[src/rtl/clock_pkg.sv]
// ============================================================================
//  Module      : clock_pkg
//  Description : Shared state encoding and default parameters for clock_meter.
//  Revision    : 1.0  initial release
// ============================================================================
`default_nettype none

package clock_pkg;

    typedef enum logic [0:0] {
        ST_IDLE    = 1'b0,
        ST_MEASURE = 1'b1
    } meter_state_t;

    localparam int unsigned c_GATE_EDGES = 256;
    localparam int unsigned c_CNT_W      = 24;
    localparam int unsigned c_TIMEOUT    = 65535;
    localparam int unsigned c_EXPECT     = 8936;
    localparam int unsigned c_TOL        = 8;

endpackage

`default_nettype wire

[src/rtl/sync_edge.sv]
// ============================================================================
//  Module      : sync_edge
//  Description : Two-flop synchronizer plus history flop; one-cycle rising-edge pulse.
//  Revision    : 1.0  initial release
// ============================================================================
`default_nettype none

module sync_edge
    import clock_pkg::*;
(
    input  logic clk,
    input  logic reset,
    input  logic i_async,
    output logic o_edge
);

    logic r_sync1;
    logic r_sync2;
    logic r_hist;

    always_ff @(posedge clk) begin
        if (reset) begin
            r_sync1 <= 1'b0;
            r_sync2 <= 1'b0;
            r_hist  <= 1'b0;
        end else begin
            r_sync1 <= i_async;
            r_sync2 <= r_sync1;
            r_hist  <= r_sync2;
        end
    end

    assign o_edge = r_sync2 & ~r_hist;

endmodule

`default_nettype wire

[src/rtl/clock_meter.sv]
// ============================================================================
//  Module      : clock_meter
//  Description : Measures GATE_EDGES periods of clk_in in clk_src cycles; lock/loss flags.
//  Revision    : 1.0  initial release
// ============================================================================
`default_nettype none

module clock_meter
    import clock_pkg::*;
#(
    parameter int unsigned GATE_EDGES = c_GATE_EDGES,
    parameter int unsigned CNT_W      = c_CNT_W,
    parameter int unsigned TIMEOUT    = c_TIMEOUT,
    parameter int unsigned EXPECT     = c_EXPECT,
    parameter int unsigned TOL        = c_TOL
) (
    input  logic             clk_src,
    input  logic             reset,
    input  logic             enable,
    input  logic             clk_in,
    output logic [CNT_W-1:0] period,
    output logic             period_valid,
    output logic             locked,
    output logic             lost
);

    localparam int unsigned c_EDGE_W = $clog2(GATE_EDGES);
    localparam int unsigned c_IDLE_W = $clog2(TIMEOUT + 1);

    localparam logic [c_EDGE_W-1:0] c_EDGE_LAST = c_EDGE_W'(GATE_EDGES - 1);
    localparam logic [c_IDLE_W-1:0] c_IDLE_MAX  = c_IDLE_W'(TIMEOUT);
    localparam logic [c_IDLE_W-1:0] c_IDLE_LAST = c_IDLE_W'(TIMEOUT - 1);
    localparam logic [CNT_W-1:0]    c_EXPECT_V  = CNT_W'(EXPECT);
    localparam logic [CNT_W:0]      c_TOL_V     = (CNT_W + 1)'(TOL);

    // The cycle counter is never saturated; these bounds are what keep it from wrapping.
    generate
        if (GATE_EDGES < 2 || GATE_EDGES > 4096 ||
            (GATE_EDGES & (GATE_EDGES - 1)) != 0) begin : g_bad_gate_edges
            $error("clock_meter: GATE_EDGES must be a power of two in 2..4096");
        end
        if (TIMEOUT < 1 ||
            (64'(TIMEOUT) * 64'(GATE_EDGES)) >= (64'd1 << CNT_W)) begin : g_bad_timeout
            $error("clock_meter: TIMEOUT x GATE_EDGES must be below 2**CNT_W");
        end
    endgenerate

    meter_state_t          r_state;
    meter_state_t          w_state_nxt;
    logic [CNT_W-1:0]      r_cyc_cnt;
    logic [c_EDGE_W-1:0]   r_edge_cnt;
    logic [c_IDLE_W-1:0]   r_idle_cnt;
    logic [1:0]            r_streak;
    logic [CNT_W-1:0]      r_period;
    logic                  r_period_valid;
    logic                  r_locked;
    logic                  r_lost;

    logic                  w_edge;
    logic                  w_timeout;
    logic                  w_load;
    logic                  w_close;
    logic [CNT_W-1:0]      w_period_new;
    logic signed [CNT_W:0] w_diff;
    logic [CNT_W:0]        w_abs;
    logic                  w_in_tol;

    sync_edge u_sync_edge (
        .clk     (clk_src),
        .reset   (reset),
        .i_async (clk_in),
        .o_edge  (w_edge)
    );

    // An edge in the same cycle as the would-be timeout wins.
    assign w_timeout    = ~w_edge & (r_idle_cnt == c_IDLE_LAST);
    assign w_period_new = r_cyc_cnt + 1'b1;
    assign w_diff       = $signed({1'b0, w_period_new}) - $signed({1'b0, c_EXPECT_V});
    assign w_abs        = w_diff[CNT_W] ? $unsigned(-w_diff) : $unsigned(w_diff);
    assign w_in_tol     = (w_abs <= c_TOL_V);

    always_ff @(posedge clk_src) begin
        if (reset) begin
            r_state <= ST_IDLE;
        end else begin
            r_state <= w_state_nxt;
        end
    end

    always_comb begin
        w_state_nxt = r_state;
        w_load      = 1'b0;
        w_close     = 1'b0;
        unique case (r_state)
            ST_IDLE: begin
                if (enable && w_edge) begin
                    w_state_nxt = ST_MEASURE;
                    w_load      = 1'b1;
                end
            end
            ST_MEASURE: begin
                if (!enable || w_timeout) begin
                    w_state_nxt = ST_IDLE;
                end else if (w_edge && (r_edge_cnt == c_EDGE_LAST)) begin
                    // Closing edge also opens the next window.
                    w_close = 1'b1;
                    w_load  = 1'b1;
                end
            end
            default: w_state_nxt = ST_IDLE;
        endcase
    end

    always_ff @(posedge clk_src) begin
        if (reset) begin
            r_cyc_cnt      <= '0;
            r_edge_cnt     <= '0;
            r_idle_cnt     <= '0;
            r_streak       <= 2'd0;
            r_period       <= '0;
            r_period_valid <= 1'b0;
            r_locked       <= 1'b0;
            r_lost         <= 1'b0;
        end else begin
            r_period_valid <= w_close;

            if (w_load) begin
                r_cyc_cnt  <= '0;
                r_edge_cnt <= '0;
            end else if (r_state == ST_MEASURE) begin
                r_cyc_cnt <= r_cyc_cnt + 1'b1;
                if (w_edge) begin
                    r_edge_cnt <= r_edge_cnt + 1'b1;
                end
            end

            if (w_edge) begin
                r_idle_cnt <= '0;
            end else if (r_idle_cnt != c_IDLE_MAX) begin
                r_idle_cnt <= r_idle_cnt + 1'b1;
            end

            if (w_edge) begin
                r_lost <= 1'b0;
            end else if (w_timeout) begin
                r_lost <= 1'b1;
            end

            if (w_close) begin
                r_period <= w_period_new;
            end

            if (!enable || w_timeout) begin
                r_locked <= 1'b0;
                r_streak <= 2'd0;
            end else if (w_close) begin
                if (w_in_tol) begin
                    if (r_streak != 2'd2) begin
                        r_streak <= r_streak + 2'd1;
                    end
                    if (r_streak != 2'd0) begin
                        r_locked <= 1'b1;
                    end
                end else begin
                    r_streak <= 2'd0;
                    r_locked <= 1'b0;
                end
            end
        end
    end

    assign period       = r_period;
    assign period_valid = r_period_valid;
    assign locked       = r_locked;
    assign lost         = r_lost;

endmodule

`default_nettype wire

[config.mk]
export PLATFORM = sky130hd
export DESIGN_NAME = clock_meter
export DESIGN_NICKNAME = d
export VERILOG_FILES = /design/src/rtl/clock_pkg.sv /design/src/rtl/sync_edge.sv /design/src/rtl/clock_meter.sv
export SDC_FILE = /design/constraint.sdc
export NUM_CORES = 1
export LEC_CHECK = 0
export ABC_AREA = 0
export BUFFER_PORTS_ARGS = -buffer_cell sky130_fd_sc_hd__buf_2
export CAP_MARGIN = 20
export CELL_PAD_IN_SITES_DETAIL_PLACEMENT = 1
export CELL_PAD_IN_SITES_GLOBAL_PLACEMENT = 1
export CORE_ASPECT_RATIO = 0.8
export CORE_MARGIN = 2
export CORE_UTILIZATION = 50
export DETAILED_ROUTE_END_ITERATION = 10
export GPL_TIMING_DRIVEN = 0
export PLACE_DENSITY = 0.83
export SLEW_MARGIN = 20
export SYNTH_ARGS = -nofsm -noshare
export SYNTH_HDL_FRONTEND = slang
export SYNTH_SLANG_ARGS = --single-unit
[constraint.sdc]
create_clock -name clk_src -period 10.2 [get_ports clk_src]
set_clock_uncertainty 0.05 [all_clocks]
set_input_delay 1.02 -clock clk_src [delete_from_list [all_inputs] [get_ports clk_src]]
set_output_delay 1.02 -clock clk_src [all_outputs]
set_load 0.03 [all_outputs]
==> results.toml, run 1 <==
[synthesis]
seq_area_frac_synth_pct = 31.9
post_synth_instance_area_um2 = 5080
syn_avg_cell_area_um2 = 7.86
synth_cells = 646
synthTopCellsByArea = "dfxtp_1 (32%), nor2_1 (7.3%), xor2_1 (6.0%)"
synth_cell_types = 65
synth.largest_area_cell = "dfxtp_1"
syn_nets = 659
ys_ff_latch = 81
async_reset_ff_share_pct = 0
synth_top_cell_area_share_pct = 31.9
synth_edf_count = 0
synth_ff_type = "dfxtp_1"
ys_warn_count = 0

[floorplanning]
start_util_pct = 52.0
die_area_um2 = 11000
io_pins = 31
fp.dieH_um = 94.1
rows = 32
core_area_um2 = 9770
dieWidth_um = 117

[timing]
timing.final.hold_violations = 0
drv_slew = 0
rsz0062_at_grt = "false"
worst_slew_pin_slew_ns = 0.785
slew_headroom_pct = 47.5
min_period_ns = 4.86
period_share_pct = 47.6
setup_viol = 0
fmax_mhz = 206
setup-tns-final_ns = 0

[setup_path]
rrSetupSlack_ns = 5.34
endpoint_kind = "flop"
cp-endpoint = "r_streak[1]$_SDFFE_PP0P_"
required_ns = 10.42
crit_family = "simple AND/OR/NAND/NOR gates"
worstPathArrival_ns = 5.08
path_class = "reg -> reg"
timing.critical_path.mode_cell = "ha_1"
path_cells = "ha_1, buf_2, and3_1, buf_4, xnor2_1, ha_1, clkbuf_1, inv_1, nor4b_1, o22ai_1, a22o_1, or4b_1, a32o_1, nor4_4, nand4_1, a31oi_1"
r2r-end = "r_streak[1]$_SDFFE_PP0P_"
cp_slowest_cell = "nor4b_1"
ff2ff_path_depth = 16
worstPathBufferInverterCount = 4
r2r_start = "r_cyc_cnt[0]$_SDFFE_PP0P_"
crit_path_start = "r_cyc_cnt[0]$_SDFFE_PP0P_"
worst-path-stages = 16
path_max_fanout = 9
start_kind = "flop"
cp_slowest_stage_delay_ns = 0.51

[placement]
io_buffers = 30
placed_cells = 812
dp_hpwl_mm = 12.0
place_area_um2 = 5400
gp_congestion = 0.942

[clock_tree]
cts_root_buf = "clkbuf_16"
clockBufferDepth = 2
cts_tree = "done"
clk_latency_ns = 0.35
clock_sinks = 81
path_clk_slew_ns = 0.06
hold_buffers = 0
cts_resized = 0
htreeDepth = 3
cts_buffers = 9
cts_setup_buffers = 0

[power_and_ir_drop]
power.density_nw_per_um2 = 119
ir_drop_mv = 0.0704
p_leak_nw = 2.05

[global_route]
antenna_found_initial = 0
grt-ovfl-total = 0
grt_first_pass_wirelength_mm = 25.8
grt_pass1_vias = 5026
grt_max_degree = 15
grt_usage_pct = 30.0

[finish]
finish.instance_area_um2 = 5710
post-route-util_pct = 58.4
fin_nets = 700
mostFrequentLayoutCell = "nor2_1"
mostFrequentLayoutCells = "nor2_1 (99), dfxtp_1 (81), nand2_1 (60)"
num-fill-cells = 1253
drive_above_1_share_pct = 11.6
antenna_cells = 0
final_cells = 828
syn2layout_area_growth_pct = 12.3

[detailed_routing]
ant_nets = 0
dr.pass1.iters = 5
wire_per_inst_um = 19.0
drt-vias-per-instance = 6.07
drtIter0Drc = 340
totalWireLength_mm = 15.8
drc = 0
via_count = 5030

[run_status]
outcome = "finished clean"

[min_path]
hp-start = "period[2]$_SDFFE_PP0P_"
hold_path.class = "reg -> reg"

[flow_run]
maxCapViolations = 0
==> synth_stat cells (12+ instances only) <==
library cell	instances
nor2_1	99
dfxtp_1	81
nand2_1	60
xor2_1	35
xnor2_1	30
a211oi_1	27
nand4_1	27
clkbuf_1	25
a21oi_1	23
inv_1	15
nand3_1	14
or3_1	14
nor3_1	13
o21ai_0	13
and3_1	12
==> worst min-delay path, stage by stage, from the launching register on <==
cell and delay, ns:
dfxtp_1 0.31, nand2_1 0.05, a21oi_1 0.05
==> logic make-up after synthesis <==
| family | Yosys count | synth area share, % |
|---|---|---|
| buffers and inverters | 56 | 4.78 |
| AND/OR/NAND/NOR | 310 | 32.3 |
| adder cells (fa/ha/maj) | 9 | 2.22 |
| AO/OA/AOI/OAI | 118 | 16.2 |
| flip-flops | 81 | 31.9 |
| XOR/XNOR | 65 | 11.2 |
| multiplexers | 7 | 1.40 |
==> final cells by class <==
type,count,area [um2],area share [%]
repair buffers,30,150,2.63
clock buffers,11,243,4.25
plain buffers,41,186,3.27
inverters,15,56.3,0.987
clock inverters,5,63.8,1.12
well taps,136,170,2.98
multi-input cells,509,3210,56.3
flip-flops and latches,81,1620,28.4
==> state kept, by name, indices dropped and copies added (netlist names) <==
signal               count
lost                     1
locked                   1
period_valid             1
period                  24
r_streak                 2
r_edge_cnt               8
r_cyc_cnt               24
u_sync_edge.r_sync2      1
r_idle_cnt              16
u_sync_edge.r_hist       1
u_sync_edge.r_sync1      1
r_state                  1
==> worst min path at each step <==
stage / to / depth (start not counted) / slack (ns)
floorplan: u_sync_edge.r_sync2$_SDFF_PP0_ / 1 / 0.36
global placement: u_sync_edge.r_sync2$_SDFF_PP0_ / 1 / 0.38
detailed placement: period[2]$_SDFFE_PP0P_ / 2 / 0.40
CTS: period[2]$_SDFFE_PP0P_ / 2 / 0.41
global route: u_sync_edge.r_sync2$_SDFF_PP0_ / 1 / 0.42
finish: period[2]$_SDFFE_PP0P_ / 2 / 0.40
==> where the power goes <==
group          switching [W]  internal [W]   total, W
Combinational      0.0000150    0.00000605  0.0000210
Sequential        0.00000165      0.000318   0.000320
Clock               0.000138      0.000198   0.000336
Total               0.000155      0.000522   0.000677
==> through the flow <==
stage                     worst slack (ns)  total power (W)  hold WS (ns)
after global routing                  5.01         0.000695         0.423
final                                 5.34         0.000677         0.404
after global placement                5.56         0.000347         0.383
after floorplan                       6.25         0.000340         0.364
after CTS                             5.42         0.000683         0.406
after detailed placement              5.47         0.000348         0.399
==> per-layer routing <==
metal  track usage (%)  part of all wire [%]  wire [um]  up-vias
met5                 0                     0          0        -
met4              9.71                   2.1        330        0
met1              39.0                    46       7240     2445
met2              49.7                    47       7360      145
met3              6.26                   5.3        835       29
li1                  -                     -          -     2411
No activity file was read; power rests on OpenSTA's default activity.
==> run 2, diff against run 1 <==
CORE_UTILIZATION = 46   (was 50)
PLACE_DENSITY = 0.77   (was 0.83)
clock period = 4.9 ns   (was 10.2 ns; I/O delays follow)
==> run 2 against run 1 <==
Against the previous run:
- final cell count rose by 0.72%
- sequential cell count did not move
- first-iteration DRC count down 21%
- die area up 8.4%
- worst hold slack worse by 0.085 ns
- power grew 110%
- critical path depth down 2
- utilization fell by 5.1 points
- combinational power increased by 110%
- via count is 1.8% lower
- global-route usage is 2.8 points lower
- final area rose by 0.94%
- critical endpoint is now r_streak[0]$_SDFFE_PP0P_
==> results.toml, run 2 (synthesis results as in run 1) <==
[run_status]
outcome = "finished clean"

[setup_path]
rrSetupSlack_ns = 0.29
ff2ff_path_depth = 14
cp_slowest_cell = "xor2_1"
endpoint_kind = "flop"
crit_family = "simple AND/OR/NAND/NOR gates"
worstPathArrival_ns = 4.83
r2r_start = "r_cyc_cnt[0]$_SDFFE_PP0P_"
start_kind = "flop"
path_max_fanout = 10
cp_slowest_stage_delay_ns = 0.64
r2r-end = "r_streak[0]$_SDFFE_PP0P_"
path_cells = "ha_1, buf_2, and3_1, buf_4, and4_1, nand2_1, xor2_1, nor4b_2, nand2_1, or4b_1, a32o_1, nor4_4, nand3_1, a31oi_1"
path_class = "reg -> reg"
timing.critical_path.mode_cell = "nand2_1"
worstPathBufferInverterCount = 2
required_ns = 5.12

[global_route]
antenna_found_initial = 0
grt_first_pass_wirelength_mm = 25.7
grt-ovfl-total = 0
grt_usage_pct = 27.2
grt_pass1_vias = 5022
grt_max_degree = 15

[detailed_routing]
totalWireLength_mm = 15.6
dr.pass1.iters = 5
via_count = 4938
drtIter0Drc = 268
wire_per_inst_um = 18.7
drc = 0
drt-vias-per-instance = 5.92
ant_nets = 0

[clock_tree]
cts_buffers = 9
hold_buffers = 0
clk_latency_ns = 0.35
clockBufferDepth = 2
cts_tree = "done"
cts_setup_buffers = 0
cts_root_buf = "clkbuf_16"
path_clk_slew_ns = 0.06
htreeDepth = 3
clock_sinks = 81

[timing]
worst_slew_pin_slew_ns = 0.797
worst_slack_ns = 0.292
worst_hold_slack_ns = 0.319
setup_viol = 0
slew_headroom_pct = 46.7
timing.final.hold_violations = 0
setup-tns-final_ns = 0
fmax_mhz = 217
rsz0062_at_grt = "false"
min_period_ns = 4.61
drv_slew = 0
period_share_pct = 94.0

[placement]
place_area_um2 = 5410
io_buffers = 30
dp_hpwl_mm = 11.8
dp_slack_ns = 0.173
gp_congestion = 0.866

[finish]
mostFrequentLayoutCell = "nor2_1"
fin_nets = 699
drive_above_1_share_pct = 12.3
finish.instance_area_um2 = 5760
antenna_cells = 0
mostFrequentLayoutCells = "nor2_1 (99), dfxtp_1 (81), nand2_1 (60)"
syn2layout_area_growth_pct = 13.4

[min_path]
whs_endpoint = "u_sync_edge.r_sync1$_SDFF_PP0_"
holdPathStages = 2
hp-start = "clk_in"
hold_path.class = "in -> reg"

[power_and_ir_drop]
p_leak_nw = 2.08
ir_drop_mv = 0.163
power.density_nw_per_um2 = 252

[floorplanning]
io_pins = 31
rows = 34
core_area_um2 = 10800
fp.dieH_um = 98.0
dieWidth_um = 121
start_util_pct = 47.0
die_area_um2 = 11900

[flow_run]
maxCapViolations = 0
==> run 2: repair_timing <==
item / in CTS / in global routing
endpoints found under the setup margin: 1 / 3
endpoints found under the hold margin: 0 / 0
resized for setup: 1 / 6
==> run 2: layout make-up <==
| cell class | count | area, um2 |
|---|---|---|
| fill | 1374 | 5050 |
| multi-input combinational | 509 | 3250 |
| sequential | 81 | 1620 |
| clock buffer | 9 | 225 |
| buffer | 40 | 183 |
| tap | 144 | 180 |
| timing repair buffer | 30 | 150 |
| clock inverter | 6 | 92.6 |
| inverter | 15 | 56.3 |
==> run 2: stage by stage <==
step,power [W],util [%],cells
after floorplan,0.000708,-,646
after global placement,0.000723,50.1,820
after detailed placement,0.000724,50.1,820
after CTS,0.00146,53.1,835
after global routing,0.00150,53.3,834
final,0.00145,53.3,834
==> run 2: where the power goes <==
group	total, W	switching [W]	leakage [nW]	internal, W
Combinational	0.0000445	0.0000316	1.27	0.0000129
Sequential	0.000666	0.00000344	0.653	0.000662
Clock	0.000739	0.000292	0.148	0.000446
Total	0.00145	0.000327	2.08	0.00112
==> run 2: how the worst max path moves through the flow <==
stage / startpoint / end / slack, ns / cells after the start
final: r_cyc_cnt[0]$_SDFFE_PP0P_ / r_streak[0]$_SDFFE_PP0P_ / 0.29 / 14
after global routing: r_cyc_cnt[0]$_SDFFE_PP0P_ / r_streak[0]$_SDFFE_PP0P_ / 0.01 / 14
after CTS: r_cyc_cnt[0]$_SDFFE_PP0P_ / r_streak[0]$_SDFFE_PP0P_ / 0.07 / 14
after detailed placement: r_cyc_cnt[0]$_SDFFE_PP0P_ / r_streak[1]$_SDFFE_PP0P_ / 0.17 / 16
after global placement: r_cyc_cnt[0]$_SDFFE_PP0P_ / r_streak[0]$_SDFFE_PP0P_ / 0.27 / 13
after floorplan: r_cyc_cnt[1]$_SDFFE_PP0P_ / r_streak[0]$_SDFFE_PP0P_ / 0.95 / 13
==> run 2: metal layers <==
layer | up-vias | global-route usage [%] | wire length (um)
met5 | - | 0 | 0
met3 | 21 | 4.85 | 583
met1 | 2427 | 37.1 | 7370
met2 | 92 | 44.3 | 7360
li1 | 2398 | - | -
met4 | 0 | 7.78 | 275
